**src/rtl/network_scheduler_pkg.sv**
```systemverilog
`default_nettype none
// ============================================================================
// Module      : network_scheduler_pkg
// Description : Shared constants and types for the neuron scheduler: FSM
//               state encoding, layer-select codes and default dimensions.
// Revision    : 1.0 - initial release
// ============================================================================
package network_scheduler_pkg;

  localparam int c_default_fp_width   = 8;
  localparam int c_default_hl_neurons = 10;
  localparam int c_default_ol_neurons = 5;
  localparam int c_idx_width          = 4;

  localparam logic c_layer_hidden = 1'b0;
  localparam logic c_layer_output = 1'b1;

  typedef enum logic [2:0] {
    ST_IDLE     = 3'd0,
    ST_HL_START = 3'd1,
    ST_HL_WAIT  = 3'd2,
    ST_OL_START = 3'd3,
    ST_OL_WAIT  = 3'd4,
    ST_FINISH   = 3'd5
  } state_t;

  // True while the scheduler is working on the output layer.
  function automatic logic is_output_layer(input state_t s);
    return (s == ST_OL_START) || (s == ST_OL_WAIT);
  endfunction

endpackage
`default_nettype wire

```
**src/rtl/network_scheduler_if.sv**
```systemverilog
`default_nettype none
// ============================================================================
// Module      : network_scheduler_if
// Description : Request, engine handshake and result bus of the scheduler.
//               slave = scheduler side, master = environment side.
// Revision    : 1.0 - initial release
// ============================================================================
interface network_scheduler_if
  import network_scheduler_pkg::*;
#(
  parameter int FP_WIDTH   = c_default_fp_width,
  parameter int HL_NEURONS = c_default_hl_neurons,
  parameter int OL_NEURONS = c_default_ol_neurons
);
  logic                           VALID_IN;
  logic                           CLR_FLAGS;
  logic                           NEURON_START;
  logic                           NEURON_LAYER;
  logic [c_idx_width-1:0]         NEURON_IDX;
  logic                           NEURON_DONE;
  logic [FP_WIDTH-1:0]            NEURON_RESULT;
  logic                           NEURON_OVF;
  logic [HL_NEURONS*FP_WIDTH-1:0] HL_VALUES;
  logic [OL_NEURONS*FP_WIDTH-1:0] VALUES_OUT;
  logic                           VALID_OUT;
  logic                           BUSY;
  logic                           OVERFLOW;
  logic                           TIMEOUT_ERR;
  logic                           DROPPED;

  modport slave (
    input  VALID_IN, CLR_FLAGS, NEURON_DONE, NEURON_RESULT, NEURON_OVF,
    output NEURON_START, NEURON_LAYER, NEURON_IDX, HL_VALUES, VALUES_OUT,
           VALID_OUT, BUSY, OVERFLOW, TIMEOUT_ERR, DROPPED
  );

  modport master (
    output VALID_IN, CLR_FLAGS, NEURON_DONE, NEURON_RESULT, NEURON_OVF,
    input  NEURON_START, NEURON_LAYER, NEURON_IDX, HL_VALUES, VALUES_OUT,
           VALID_OUT, BUSY, OVERFLOW, TIMEOUT_ERR, DROPPED
  );
endinterface
`default_nettype wire

```
**src/rtl/network_scheduler_watchdog_counter.sv**
```systemverilog
`default_nettype none
// ============================================================================
// Module      : watchdog_counter
// Description : Counts enabled cycles since the last clear. o_expired flags
//               the enabled cycle in which the count reaches i_limit.
// Revision    : 1.0 - initial release
// ============================================================================
module watchdog_counter
  import network_scheduler_pkg::*;
#(
  parameter int WIDTH = 8
) (
  input  logic             CLK,
  input  logic             RSTN,
  input  logic             i_enable,
  input  logic             i_clear,
  input  logic [WIDTH-1:0] i_limit,
  output logic             o_expired
);

  logic [WIDTH-1:0] r_count;
  logic [WIDTH:0]   w_count_next;

  // One extra bit so the limit compare cannot wrap at the counter maximum.
  assign w_count_next = {1'b0, r_count} + {{WIDTH{1'b0}}, 1'b1};
  assign o_expired    = i_enable && (w_count_next >= {1'b0, i_limit});

  // Cycle counter: cleared by reset or i_clear, saturates at all-ones.
  always_ff @(posedge CLK) begin
    if (!RSTN || i_clear) begin
      r_count <= '0;
    end else if (i_enable && !(&r_count)) begin
      r_count <= w_count_next[WIDTH-1:0];
    end
  end

endmodule
`default_nettype wire

```
**src/rtl/network_scheduler.sv**
```systemverilog
`default_nettype none
// ============================================================================
// Module      : network_scheduler
// Description : Sequences one shared neuron engine through every hidden and
//               output neuron of an inference, buffers the results, guards
//               each engine wait with a watchdog and keeps sticky flags.
// Revision    : 1.0 - initial release
// ============================================================================
module network_scheduler
  import network_scheduler_pkg::*;
#(
  parameter int FP_WIDTH       = c_default_fp_width,
  parameter int HL_NEURONS     = c_default_hl_neurons,
  parameter int OL_NEURONS     = c_default_ol_neurons,
  parameter int TIMEOUT_CYCLES = 255
) (
  input  logic                CLK,
  input  logic                RSTN,
  network_scheduler_if.slave  bus
);

  localparam int c_wd_width = (TIMEOUT_CYCLES > 1) ? $clog2(TIMEOUT_CYCLES + 1) : 1;
  localparam logic [c_wd_width-1:0]  c_wd_limit = c_wd_width'(TIMEOUT_CYCLES);
  localparam logic [c_idx_width-1:0] c_hl_last  = c_idx_width'(HL_NEURONS - 1);
  localparam logic [c_idx_width-1:0] c_ol_last  = c_idx_width'(OL_NEURONS - 1);
  localparam logic [c_idx_width-1:0] c_idx_one  = c_idx_width'(1);

  state_t                         r_state;
  state_t                         w_state_next;
  logic [c_idx_width-1:0]         r_idx;
  logic [HL_NEURONS*FP_WIDTH-1:0] r_hl_values;
  logic [OL_NEURONS*FP_WIDTH-1:0] r_ol_values;
  logic                           r_valid_out;
  logic                           r_overflow;
  logic                           r_timeout_err;
  logic                           r_dropped;

  logic w_neuron_start;
  logic w_accept;
  logic w_drop;
  logic w_hl_write;
  logic w_ol_write;
  logic w_timeout;
  logic w_wd_enable;
  logic w_wd_clear;
  logic w_wd_expired;

  watchdog_counter #(
    .WIDTH (c_wd_width)
  ) u_watchdog (
    .CLK       (CLK),
    .RSTN      (RSTN),
    .i_enable  (w_wd_enable),
    .i_clear   (w_wd_clear),
    .i_limit   (c_wd_limit),
    .o_expired (w_wd_expired)
  );

  // State register.
  always_ff @(posedge CLK) begin
    if (!RSTN) begin
      r_state <= ST_IDLE;
    end else begin
      r_state <= w_state_next;
    end
  end

  // Next-state and control decode. The VALID_OUT cycle is the tail of the
  // finish phase, so a request landing there is dropped rather than accepted.
  // DONE is checked before the watchdog so a coincident DONE wins.
  always_comb begin
    w_state_next   = r_state;
    w_neuron_start = 1'b0;
    w_accept       = 1'b0;
    w_drop         = 1'b0;
    w_hl_write     = 1'b0;
    w_ol_write     = 1'b0;
    w_timeout      = 1'b0;
    w_wd_enable    = 1'b0;
    w_wd_clear     = 1'b0;
    case (r_state)
      ST_IDLE: begin
        if (bus.VALID_IN) begin
          if (r_valid_out) begin
            w_drop = 1'b1;
          end else begin
            w_accept     = 1'b1;
            w_state_next = ST_HL_START;
          end
        end
      end
      ST_HL_START: begin
        w_neuron_start = 1'b1;
        w_wd_clear     = 1'b1;
        w_state_next   = ST_HL_WAIT;
      end
      ST_HL_WAIT: begin
        w_wd_enable = 1'b1;
        if (bus.NEURON_DONE) begin
          w_hl_write   = 1'b1;
          w_state_next = (r_idx == c_hl_last) ? ST_OL_START : ST_HL_START;
        end else if (w_wd_expired) begin
          w_timeout    = 1'b1;
          w_state_next = ST_IDLE;
        end
      end
      ST_OL_START: begin
        w_neuron_start = 1'b1;
        w_wd_clear     = 1'b1;
        w_state_next   = ST_OL_WAIT;
      end
      ST_OL_WAIT: begin
        w_wd_enable = 1'b1;
        if (bus.NEURON_DONE) begin
          w_ol_write   = 1'b1;
          w_state_next = (r_idx == c_ol_last) ? ST_FINISH : ST_OL_START;
        end else if (w_wd_expired) begin
          w_timeout    = 1'b1;
          w_state_next = ST_IDLE;
        end
      end
      ST_FINISH: begin
        w_state_next = ST_IDLE;
      end
      default: begin
        w_state_next = ST_IDLE;
      end
    endcase
    if (bus.VALID_IN && (r_state != ST_IDLE)) begin
      w_drop = 1'b1;
    end
  end

  // Neuron index: restarts per request and per layer, held while waiting.
  always_ff @(posedge CLK) begin
    if (!RSTN) begin
      r_idx <= '0;
    end else if (w_accept || w_timeout) begin
      r_idx <= '0;
    end else if (w_hl_write) begin
      r_idx <= (r_idx == c_hl_last) ? '0 : r_idx + c_idx_one;
    end else if (w_ol_write) begin
      r_idx <= (r_idx == c_ol_last) ? '0 : r_idx + c_idx_one;
    end
  end

  // Result buffers: only the addressed neuron slot is written on DONE.
  always_ff @(posedge CLK) begin
    if (!RSTN) begin
      r_hl_values <= '0;
      r_ol_values <= '0;
    end else begin
      for (int i = 0; i < HL_NEURONS; i++) begin
        if (w_hl_write && (r_idx == c_idx_width'(i))) begin
          r_hl_values[i*FP_WIDTH +: FP_WIDTH] <= bus.NEURON_RESULT;
        end
      end
      for (int i = 0; i < OL_NEURONS; i++) begin
        if (w_ol_write && (r_idx == c_idx_width'(i))) begin
          r_ol_values[i*FP_WIDTH +: FP_WIDTH] <= bus.NEURON_RESULT;
        end
      end
    end
  end

  // Completion pulse and sticky flags; a set event beats a same-cycle clear.
  always_ff @(posedge CLK) begin
    if (!RSTN) begin
      r_valid_out   <= 1'b0;
      r_overflow    <= 1'b0;
      r_timeout_err <= 1'b0;
      r_dropped     <= 1'b0;
    end else begin
      r_valid_out   <= (r_state == ST_FINISH);
      r_overflow    <= ((w_hl_write || w_ol_write) && bus.NEURON_OVF) ||
                       (r_overflow && !bus.CLR_FLAGS);
      r_timeout_err <= w_timeout || (r_timeout_err && !bus.CLR_FLAGS);
      r_dropped     <= w_drop || (r_dropped && !bus.CLR_FLAGS);
    end
  end

  assign bus.NEURON_START = w_neuron_start;
  assign bus.NEURON_LAYER = is_output_layer(r_state) ? c_layer_output : c_layer_hidden;
  assign bus.NEURON_IDX   = r_idx;
  assign bus.HL_VALUES    = r_hl_values;
  assign bus.VALUES_OUT   = r_ol_values;
  assign bus.VALID_OUT    = r_valid_out;
  assign bus.BUSY         = (r_state != ST_IDLE);
  assign bus.OVERFLOW     = r_overflow;
  assign bus.TIMEOUT_ERR  = r_timeout_err;
  assign bus.DROPPED      = r_dropped;

endmodule
`default_nettype wire

```
**src/flat_wrapper.sv**
```systemverilog
// flat-port wrapper written by rule: the top's interface ports become plain ports
module network_scheduler_flat import network_scheduler_pkg::*;
#(
  parameter int FP_WIDTH       = c_default_fp_width,
  parameter int HL_NEURONS     = c_default_hl_neurons,
  parameter int OL_NEURONS     = c_default_ol_neurons,
  parameter int TIMEOUT_CYCLES = 255
)
  (CLK, RSTN, bus_VALID_IN, bus_CLR_FLAGS, bus_NEURON_DONE, bus_NEURON_RESULT, bus_NEURON_OVF, bus_NEURON_START, bus_NEURON_LAYER, bus_NEURON_IDX, bus_HL_VALUES, bus_VALUES_OUT, bus_VALID_OUT, bus_BUSY, bus_OVERFLOW, bus_TIMEOUT_ERR, bus_DROPPED);
  network_scheduler_if #(.FP_WIDTH(FP_WIDTH), .HL_NEURONS(HL_NEURONS), .OL_NEURONS(OL_NEURONS)) bus_i ();
  input  logic CLK;
  input  logic RSTN;
  input wire logic [$bits(bus_i.VALID_IN)-1:0] bus_VALID_IN;
  input wire logic [$bits(bus_i.CLR_FLAGS)-1:0] bus_CLR_FLAGS;
  input wire logic [$bits(bus_i.NEURON_DONE)-1:0] bus_NEURON_DONE;
  input wire logic [$bits(bus_i.NEURON_RESULT)-1:0] bus_NEURON_RESULT;
  input wire logic [$bits(bus_i.NEURON_OVF)-1:0] bus_NEURON_OVF;
  output wire logic [$bits(bus_i.NEURON_START)-1:0] bus_NEURON_START;
  output wire logic [$bits(bus_i.NEURON_LAYER)-1:0] bus_NEURON_LAYER;
  output wire logic [$bits(bus_i.NEURON_IDX)-1:0] bus_NEURON_IDX;
  output wire logic [$bits(bus_i.HL_VALUES)-1:0] bus_HL_VALUES;
  output wire logic [$bits(bus_i.VALUES_OUT)-1:0] bus_VALUES_OUT;
  output wire logic [$bits(bus_i.VALID_OUT)-1:0] bus_VALID_OUT;
  output wire logic [$bits(bus_i.BUSY)-1:0] bus_BUSY;
  output wire logic [$bits(bus_i.OVERFLOW)-1:0] bus_OVERFLOW;
  output wire logic [$bits(bus_i.TIMEOUT_ERR)-1:0] bus_TIMEOUT_ERR;
  output wire logic [$bits(bus_i.DROPPED)-1:0] bus_DROPPED;
  assign bus_i.VALID_IN = bus_VALID_IN;
  assign bus_i.CLR_FLAGS = bus_CLR_FLAGS;
  assign bus_i.NEURON_DONE = bus_NEURON_DONE;
  assign bus_i.NEURON_RESULT = bus_NEURON_RESULT;
  assign bus_i.NEURON_OVF = bus_NEURON_OVF;
  assign bus_NEURON_START = bus_i.NEURON_START;
  assign bus_NEURON_LAYER = bus_i.NEURON_LAYER;
  assign bus_NEURON_IDX = bus_i.NEURON_IDX;
  assign bus_HL_VALUES = bus_i.HL_VALUES;
  assign bus_VALUES_OUT = bus_i.VALUES_OUT;
  assign bus_VALID_OUT = bus_i.VALID_OUT;
  assign bus_BUSY = bus_i.BUSY;
  assign bus_OVERFLOW = bus_i.OVERFLOW;
  assign bus_TIMEOUT_ERR = bus_i.TIMEOUT_ERR;
  assign bus_DROPPED = bus_i.DROPPED;
  network_scheduler #(.FP_WIDTH(FP_WIDTH), .HL_NEURONS(HL_NEURONS), .OL_NEURONS(OL_NEURONS), .TIMEOUT_CYCLES(TIMEOUT_CYCLES)) u_core (.CLK(CLK), .RSTN(RSTN), .bus(bus_i));
endmodule
```
**config.mk**
```make
export PLATFORM = sky130hd
export DESIGN_NAME = network_scheduler_flat
export DESIGN_NICKNAME = d
export VERILOG_FILES = /design/src/rtl/network_scheduler_pkg.sv /design/src/rtl/network_scheduler_if.sv /design/src/rtl/network_scheduler_watchdog_counter.sv /design/src/rtl/network_scheduler.sv /design/src/flat_wrapper.sv
export SDC_FILE = /design/constraint.sdc
export NUM_CORES = 1
export LEC_CHECK = 0
export ABC_AREA = 0
export CELL_PAD_IN_SITES_DETAIL_PLACEMENT = 0
export CELL_PAD_IN_SITES_GLOBAL_PLACEMENT = 1
export CORE_UTILIZATION = 41
export DETAILED_ROUTE_END_ITERATION = 16
export PLACE_DENSITY_LB_ADDON = 0.05
export RECOVER_POWER = 100
export SLEW_MARGIN = 20
export SYNTH_ARGS = -nofsm -noshare
export SYNTH_HDL_FRONTEND = slang
export SYNTH_HIERARCHICAL = 1
export SYNTH_SLANG_ARGS = --single-unit
export TNS_END_PERCENT = 1
```
**constraint.sdc**
```tcl
create_clock -name CLK -period 5 [get_ports CLK]
set_input_delay 0.5 -clock CLK [delete_from_list [all_inputs] [get_ports CLK]]
set_output_delay 0.5 -clock CLK [all_outputs]
set_load 0.05 [all_outputs]
```
==> results of run 1 <==
state kept, by name (all words and copies together) (netlist names):
signal,count
u_core/bus.NEURON_IDX,4
u_core/r_state,3
u_core/bus.OVERFLOW,1
u_core/bus.DROPPED,1
u_core/bus.TIMEOUT_ERR,1
u_core/u_watchdog/r_count,8
u_core/bus.VALID_OUT,1
u_core/bus.VALUES_OUT,40
u_core/bus.HL_VALUES,80
power by group:
part | total, W | internal (W) | switching (W)
sequential | 0.00113 | 0.00111 | 0.0000109
combinational | 0.000157 | 0.0000556 | 0.000102
clock | 0.00124 | 0.000773 | 0.000468
synthesized netlist by cell type (all sizes together):
master	n	area share [%]
a41o	1	0.17
a31oi	2	0.21
nand3b	1	0.12
or4b	1	0.17
and4b	4	0.66
and3b	4	0.58
a21oi	11	0.91
clkbuf	26	1.6
o311ai	1	0.14
xnor2	4	0.58
buf	8	0.64
or3	1	0.10
o211ai	5	0.62
nor2b	123	13
nor3b	2	0.33
and4bb	1	0.21
o41a	1	0.19
ha	13	2.7
o211a	1	0.17
and2	2	0.21
xor2	7	1.0
dfxtp	139	46
nand2	8	0.50
mux2i	123	20
nor2	18	1.2
nor3	2	0.35
and3	4	0.41
o21ai	5	0.60
o21a	2	0.25
nand4b	1	0.14
nand4	1	0.35
a211oi	3	0.45
conb	1	0.062
a21boi	2	0.25
nand2b	6	0.62
nand3	20	3.7
inv	13	0.81
cells by family (layout without fill, tap and decap cells):
logic type,Yosys count,in the layout
muxes,123,123
and+or+nand+nor,199,199
DFF,139,139
AOI/OAI and AO/OA,34,34
adders and majority gates,13,13
buffers and inverters,47,190
xor gates and xnor gates,11,11
other,1,8
tightest hold or removal path, stage by stage, from the launching register on:
cell,delay [ns]
dfxtp_1,0.30
nand2b_1,0.06
a21boi_0,0.06
cell usage in the layout, fill, tap and decap left out, types with 2 or more instances in the layout:
master             n
dfxtp_1          139
xnor2_1            4
clkbuf_1           4
o21a_1             2
bufinv_16          2
ha_1              13
mux2i_1          123
nand2b_1           6
nor2b_1          123
and4b_1            4
a211oi_1           3
nor2_1            17
clkbuf_8           3
nand3_4            8
inv_1             13
o211ai_1           5
a21oi_1           11
xor2_1             7
and3b_1            4
dlygate4sd3_1    131
o21ai_0            4
conb_1             8
clkinvlp_4         3
and2_1             2
a31oi_1            2
nand2_1            8
and3_1             4
a21boi_0           2
clkbuf_16         17
nand3_1            7
nand3_2            5
clkinv_2           3
clkdlybuf4s50_1   12
per-layer routing:
metal / vias to the layer above / part of all wire [%] / global-route usage [%]
met5: - / 0 / 0
met4: 0 / 1.1 / 7.00
met3: 15 / 6.8 / 8.26
met2: 101 / 47 / 32.0
met1: 2085 / 45 / 24.6
li1: 2192 / - / -
through the flow:
stage,total power (W),hold WS [ns],instance area [µm²],setup WS [ns]
floorplan,0.00126,0.507,6080,2.43
CTS,0.00256,0.485,8210,2.07
global placement,0.00131,0.468,7620,2.20
detailed placement,0.00131,0.475,7620,2.07
finish,0.00252,0.476,8200,1.45
global route,0.00262,0.529,8200,1.05
how the worst max path moves through the flow:
stage                                              startpoint                               endpoint  slack (ns)  cells after the start
global placement    u_core/u_watchdog/r_count[0]$_SDFFE_PP0P_  u_core/bus.NEURON_IDX[1]$_SDFFE_PP0P_        2.20                     12
detailed placement  u_core/u_watchdog/r_count[0]$_SDFFE_PP0P_  u_core/bus.NEURON_IDX[1]$_SDFFE_PP0P_        2.07                     12
floorplan           u_core/u_watchdog/r_count[0]$_SDFFE_PP0P_         u_core/r_state[1]$_SDFFE_PN0P_        2.43                     13
finish                                                   RSTN  u_core/bus.HL_VALUES[15]$_SDFFE_PN0P_        1.45                      3
CTS                 u_core/u_watchdog/r_count[0]$_SDFFE_PP0P_  u_core/bus.NEURON_IDX[1]$_SDFFE_PP0P_        2.07                     12
global route                                             RSTN  u_core/bus.HL_VALUES[15]$_SDFFE_PN0P_        1.05                      3
layout make-up:
class	count	area, µm²
Fill cell	1302	6280
Multi-Input combinational cell	388	3110
Clock buffer	22	474
Inverter	13	48.8
Timing Repair Buffer	145	1440
Sequential cell	139	2780
Tap cell	184	230
Clock inverter	10	115
==> flow_summary.ini, run 1 <==
[synthesis]
synth_fa_ha_area_share_pct = 2.69
ys_seq_area_share_pct = 46.0
syn_area_per_cell_um2 = 10.7
synth_top_family_by_area = simple AND/OR/NAND/NOR gates
synth_simple_gate_area_share_pct = 22.3
ys_ff_latch = 139
synth_area_mm2 = 0.00605
synth-xor-area-share_pct = 1.59
synthCells = 567
synth.distinct_cells = 45
synth_warnings = 6
synth_compound_area_share_pct = 3.95
synthMuxAreaShare_pct = 20.3

[global_route]
grt_pass1_wl_mm = 22.7
track_usage_pct = 20.2
grt.overflow.total = 0
first_global_vias = 4194
antenna_found_initial = 0
grt_max_degree = 68

[critical_path]
start_kind = input pin
endpoint_kind = flip-flop
r2r_slack_ns = 1.97
cp_data_required_time_ns = 5.34
r2r_end = u_core/bus.NEURON_IDX[1]$_SDFFE_PP0P_
crit_top_cell = clkbuf_1
worstPathArrival_ns = 3.90
cp_top_family = buffers and inverters
critPathSlowestCell = clkbuf_1
worst-r2r-cell-count = 12
crit_buf_inv = 2
path_cells = clkbuf_1, clkbuf_1, nor2b_1
cp_max_fo = 67
crit_type = in -> reg
r2r-start = u_core/u_watchdog/r_count[0]$_SDFFE_PP0P_
max_stage_delay_ns = 1.60

[job]
maxCapViolations = 2

[layout]
final_nets = 731
fin_util_pct = 56.6
final_cells = 901
num_antenna_cells = 0
area_delta_synth_final_pct = 35.4
layout-drive-gt1-share_pct = 6.83

[route]
vias = 4393
wl_per_cell_um = 16.4
viasPerCell = 4.88
firstDrtPassIters = 5
drtIter0Drc = 179
ant_nets = 0
drc_errors = 0
finalWirelength_mm = 14.8

[power]
leakage_nw = 4.07
ir_drop_mv = 0.202
p_per_area_mw_per_mm2 = 308

[timing]
min_period_over_period_pct = 71.1
hold_violations = 0
fin_worst_skew_ns = 0.00440
max_slew.worst_pin.slew_ns = 2.14
finalSetupViolCount = 0
max_slew_margin_pct = -42.7
max_freq_ghz = 0.281
rsz0062_at_grt = no
fin_tns_setup_ns = 0
drv_slew = 130
period_needed_ns = 3.55

[floorplanning]
dieArea_mm2 = 0.0153
die_x_um = 124
core_mm2 = 0.0145
initial_core_util_pct = 41.8
die-height_um = 124
io_pins = 145
rows = 44

[clock_network]
cts_tree = done
cts_buffers = 17
cts.repair.resized = 0
clockRootBuffer = clkbuf_16
cts_hold_buf = 0
clk_pin_slew_ns = 0.06
htreeDepth = 4
cts.sinks = 139
ctsLongestPathBuffers = 2
cts_setup_buffers = 0
insertion_delay_ns = 0.41

[place]
dpl.cell_count = 869
io_buffers = 144
hpwl_mm = 10.0
gp_congestion = 0.819

[status]
outcome = finished, violations left
violations = max-capacitance violations, max-slew violations

[hold_path]
hold_class = reg -> reg
hold_path_depth = 2
whs_endpoint = u_core/bus.DROPPED$_SDFF_PN0_
hp-start = u_core/bus.DROPPED$_SDFF_PN0_
(Power assumes the default switching activity.)
==> inputs of run 2 (changes only) <==
--- a/config.mk
+++ b/config.mk
@@ -8,7 +8,7 @@
 export ABC_AREA = 0
 export CELL_PAD_IN_SITES_DETAIL_PLACEMENT = 0
 export CELL_PAD_IN_SITES_GLOBAL_PLACEMENT = 1
-export CORE_UTILIZATION = 41
+export CORE_UTILIZATION = 38
 export DETAILED_ROUTE_END_ITERATION = 16
 export PLACE_DENSITY_LB_ADDON = 0.05
 export RECOVER_POWER = 100
==> constraint.sdc (replaced) <==
create_clock -name CLK -period 3.4 [get_ports CLK]
set_input_delay 0.34 -clock CLK [delete_from_list [all_inputs] [get_ports CLK]]
set_output_delay 0.34 -clock CLK [all_outputs]
set_load 0.05 [all_outputs]
==> flow_summary.ini, run 2 (same netlist as run 1, synthesis figures left out) <==
[status]
outcome = finished, violations left
violations = max-capacitance violations, max-slew violations

[layout]
largest_reg_flops = 80
final_common_cell = dfxtp_1
layout-drive-gt1-share_pct = 6.12
final_cell_mix = 139 x dfxtp_1, 132 x dlygate4sd3_1, 123 x nor2b_1, 123 x mux2i_1
num_antenna_cells = 0
fin_util_pct = 53.5
area_delta_synth_final_pct = 35.9
final_nets = 733
final_cells = 930

[clock_network]
insertion_delay_ns = 0.41
cts_setup_buffers = 0
cts.repair.resized = 0
htreeDepth = 4
clk_pin_slew_ns = 0.06
cts_tree = done
ctsLongestPathBuffers = 2
cts_buffers = 17
cts.sinks = 139
cts_hold_buf = 0
clockRootBuffer = clkbuf_16

[timing]
period_needed_ns = 3.00
fin_tns_setup_ns = 0
max_slew_margin_pct = -43.7
min_period_over_period_pct = 88.3
max_slew.worst_pin.slew_ns = 2.14
rsz0062_at_grt = no
hold_violations = 0
finalSetupViolCount = 0
max_freq_ghz = 0.333
drv_slew = 9
fin_worst_skew_ns = 0.00844

[route]
vias = 4378
ant_nets = 0
firstDrtPassIters = 4
wl_per_cell_um = 16.1
viasPerCell = 4.71
finalWirelength_mm = 15.0
drc_errors = 0
drtIter0Drc = 259

[floorplanning]
rows = 45
core_mm2 = 0.0154
dieArea_mm2 = 0.0164
die_x_um = 128
io_pins = 145
die-height_um = 128
initial_core_util_pct = 39.4

[global_route]
antenna_found_initial = 0
track_usage_pct = 19.0
grt_max_degree = 67
grt_pass1_wl_mm = 23.6
grt.overflow.total = 0
first_global_vias = 4329

[critical_path]
max_stage_delay_ns = 1.68
crit_cells = 4
worst-r2r-cell-count = 4
path_cells = nor3_1, nand3_4, mux2i_1, nor2b_1
r2r_slack_ns = 0.40
crit_buf_inv = 0
cp_data_required_time_ns = 3.70
crit_type = reg -> reg
worstPathArrival_ns = 3.30
endpoint_kind = flip-flop
critPathSlowestCell = nor3_1
cp_max_fo = 11
cp_top_family = simple AND/OR/NAND/NOR gates
start_kind = flip-flop

[job]
maxCapViolations = 1

[place]
hpwl_mm = 10.3
dpl.cell_count = 898
gp_congestion = 0.805
io_buffers = 144

[hold_path]
hold_path_depth = 2
hold_class = reg -> reg

[power]
ir_drop_mv = 0.481
leakage_nw = 4.10
p_per_area_mw_per_mm2 = 461
-- run 2: changes by cell type in the layout (fill, tap and decap cells not counted), sizes merged --
cell,change
bufinv,+1
dlygate4sd3,+1
clkinvlp,-1
clkbuf,-1
buf,+3
clkdlybuf4s50,-1
-- run 2: final cells by class --
| class | count | area, µm² |
|---|---|---|
| clock buffers | 22 | 484 |
| inverters | 13 | 48.8 |
| clock inverters | 10 | 138 |
| multi-input cells | 388 | 3050 |
| flip-flops and latches | 139 | 2780 |
| well taps | 211 | 264 |
| fillers | 1364 | 7140 |
| repair buffers | 147 | 1460 |
-- run 2: where the power goes --
part | total, W | switching (W) | internal (W)
sequential | 0.00165 | 0.0000145 | 0.00164
clock | 0.00192 | 0.000684 | 0.00123
combinational | 0.000224 | 0.000146 | 0.0000784
-- run 2: final timing paths --
path | startpoint | endpoint
hold / removal | u_core/bus.DROPPED$_SDFF_PN0_ | u_core/bus.DROPPED$_SDFF_PN0_
setup / recovery | u_core/bus.NEURON_IDX[2]$_SDFFE_PP0P_ | u_core/bus.VALUES_OUT[21]$_SDFFE_PN0P_
setup reg to reg | u_core/bus.NEURON_IDX[2]$_SDFFE_PP0P_ | u_core/bus.VALUES_OUT[21]$_SDFFE_PN0P_
hold reg to reg | u_core/bus.DROPPED$_SDFF_PN0_ | u_core/bus.DROPPED$_SDFF_PN0_
-- run 2: worst min-delay path: stages, from the launching register on --
cell and delay [ns]:
dfxtp_1 0.30, nand2b_1 0.06, a21boi_0 0.06
-- run 2: layer usage --
| layer | GRT usage [%] | vias up | part of all wire (%) | routed length [µm] |
|---|---|---|---|---|
| li1 | - | 2201 | - | - |
| met1 | 23.0 | 2062 | 44 | 6660 |
| met2 | 31.1 | 106 | 47 | 7060 |
| met3 | 7.89 | 9 | 7.6 | 1130 |
| met4 | 4.98 | 0 | 0.80 | 120 |
| met5 | 0 | - | 0 | 0 |
-- run 2: through the flow --
stage          worst slack (ns)  hold slack (ns)  area [µm²]  total power, W
2_1_floorplan             0.829            0.501        6080         0.00185
6_report                  0.398            0.473        8230         0.00379
5_1_grt                   0.107            0.505        8230         0.00393
3_3_place_gp              0.618            0.467        7670         0.00192
3_5_place_dp              0.486            0.474        7670         0.00193
4_1_cts                   0.461            0.484        8290         0.00385
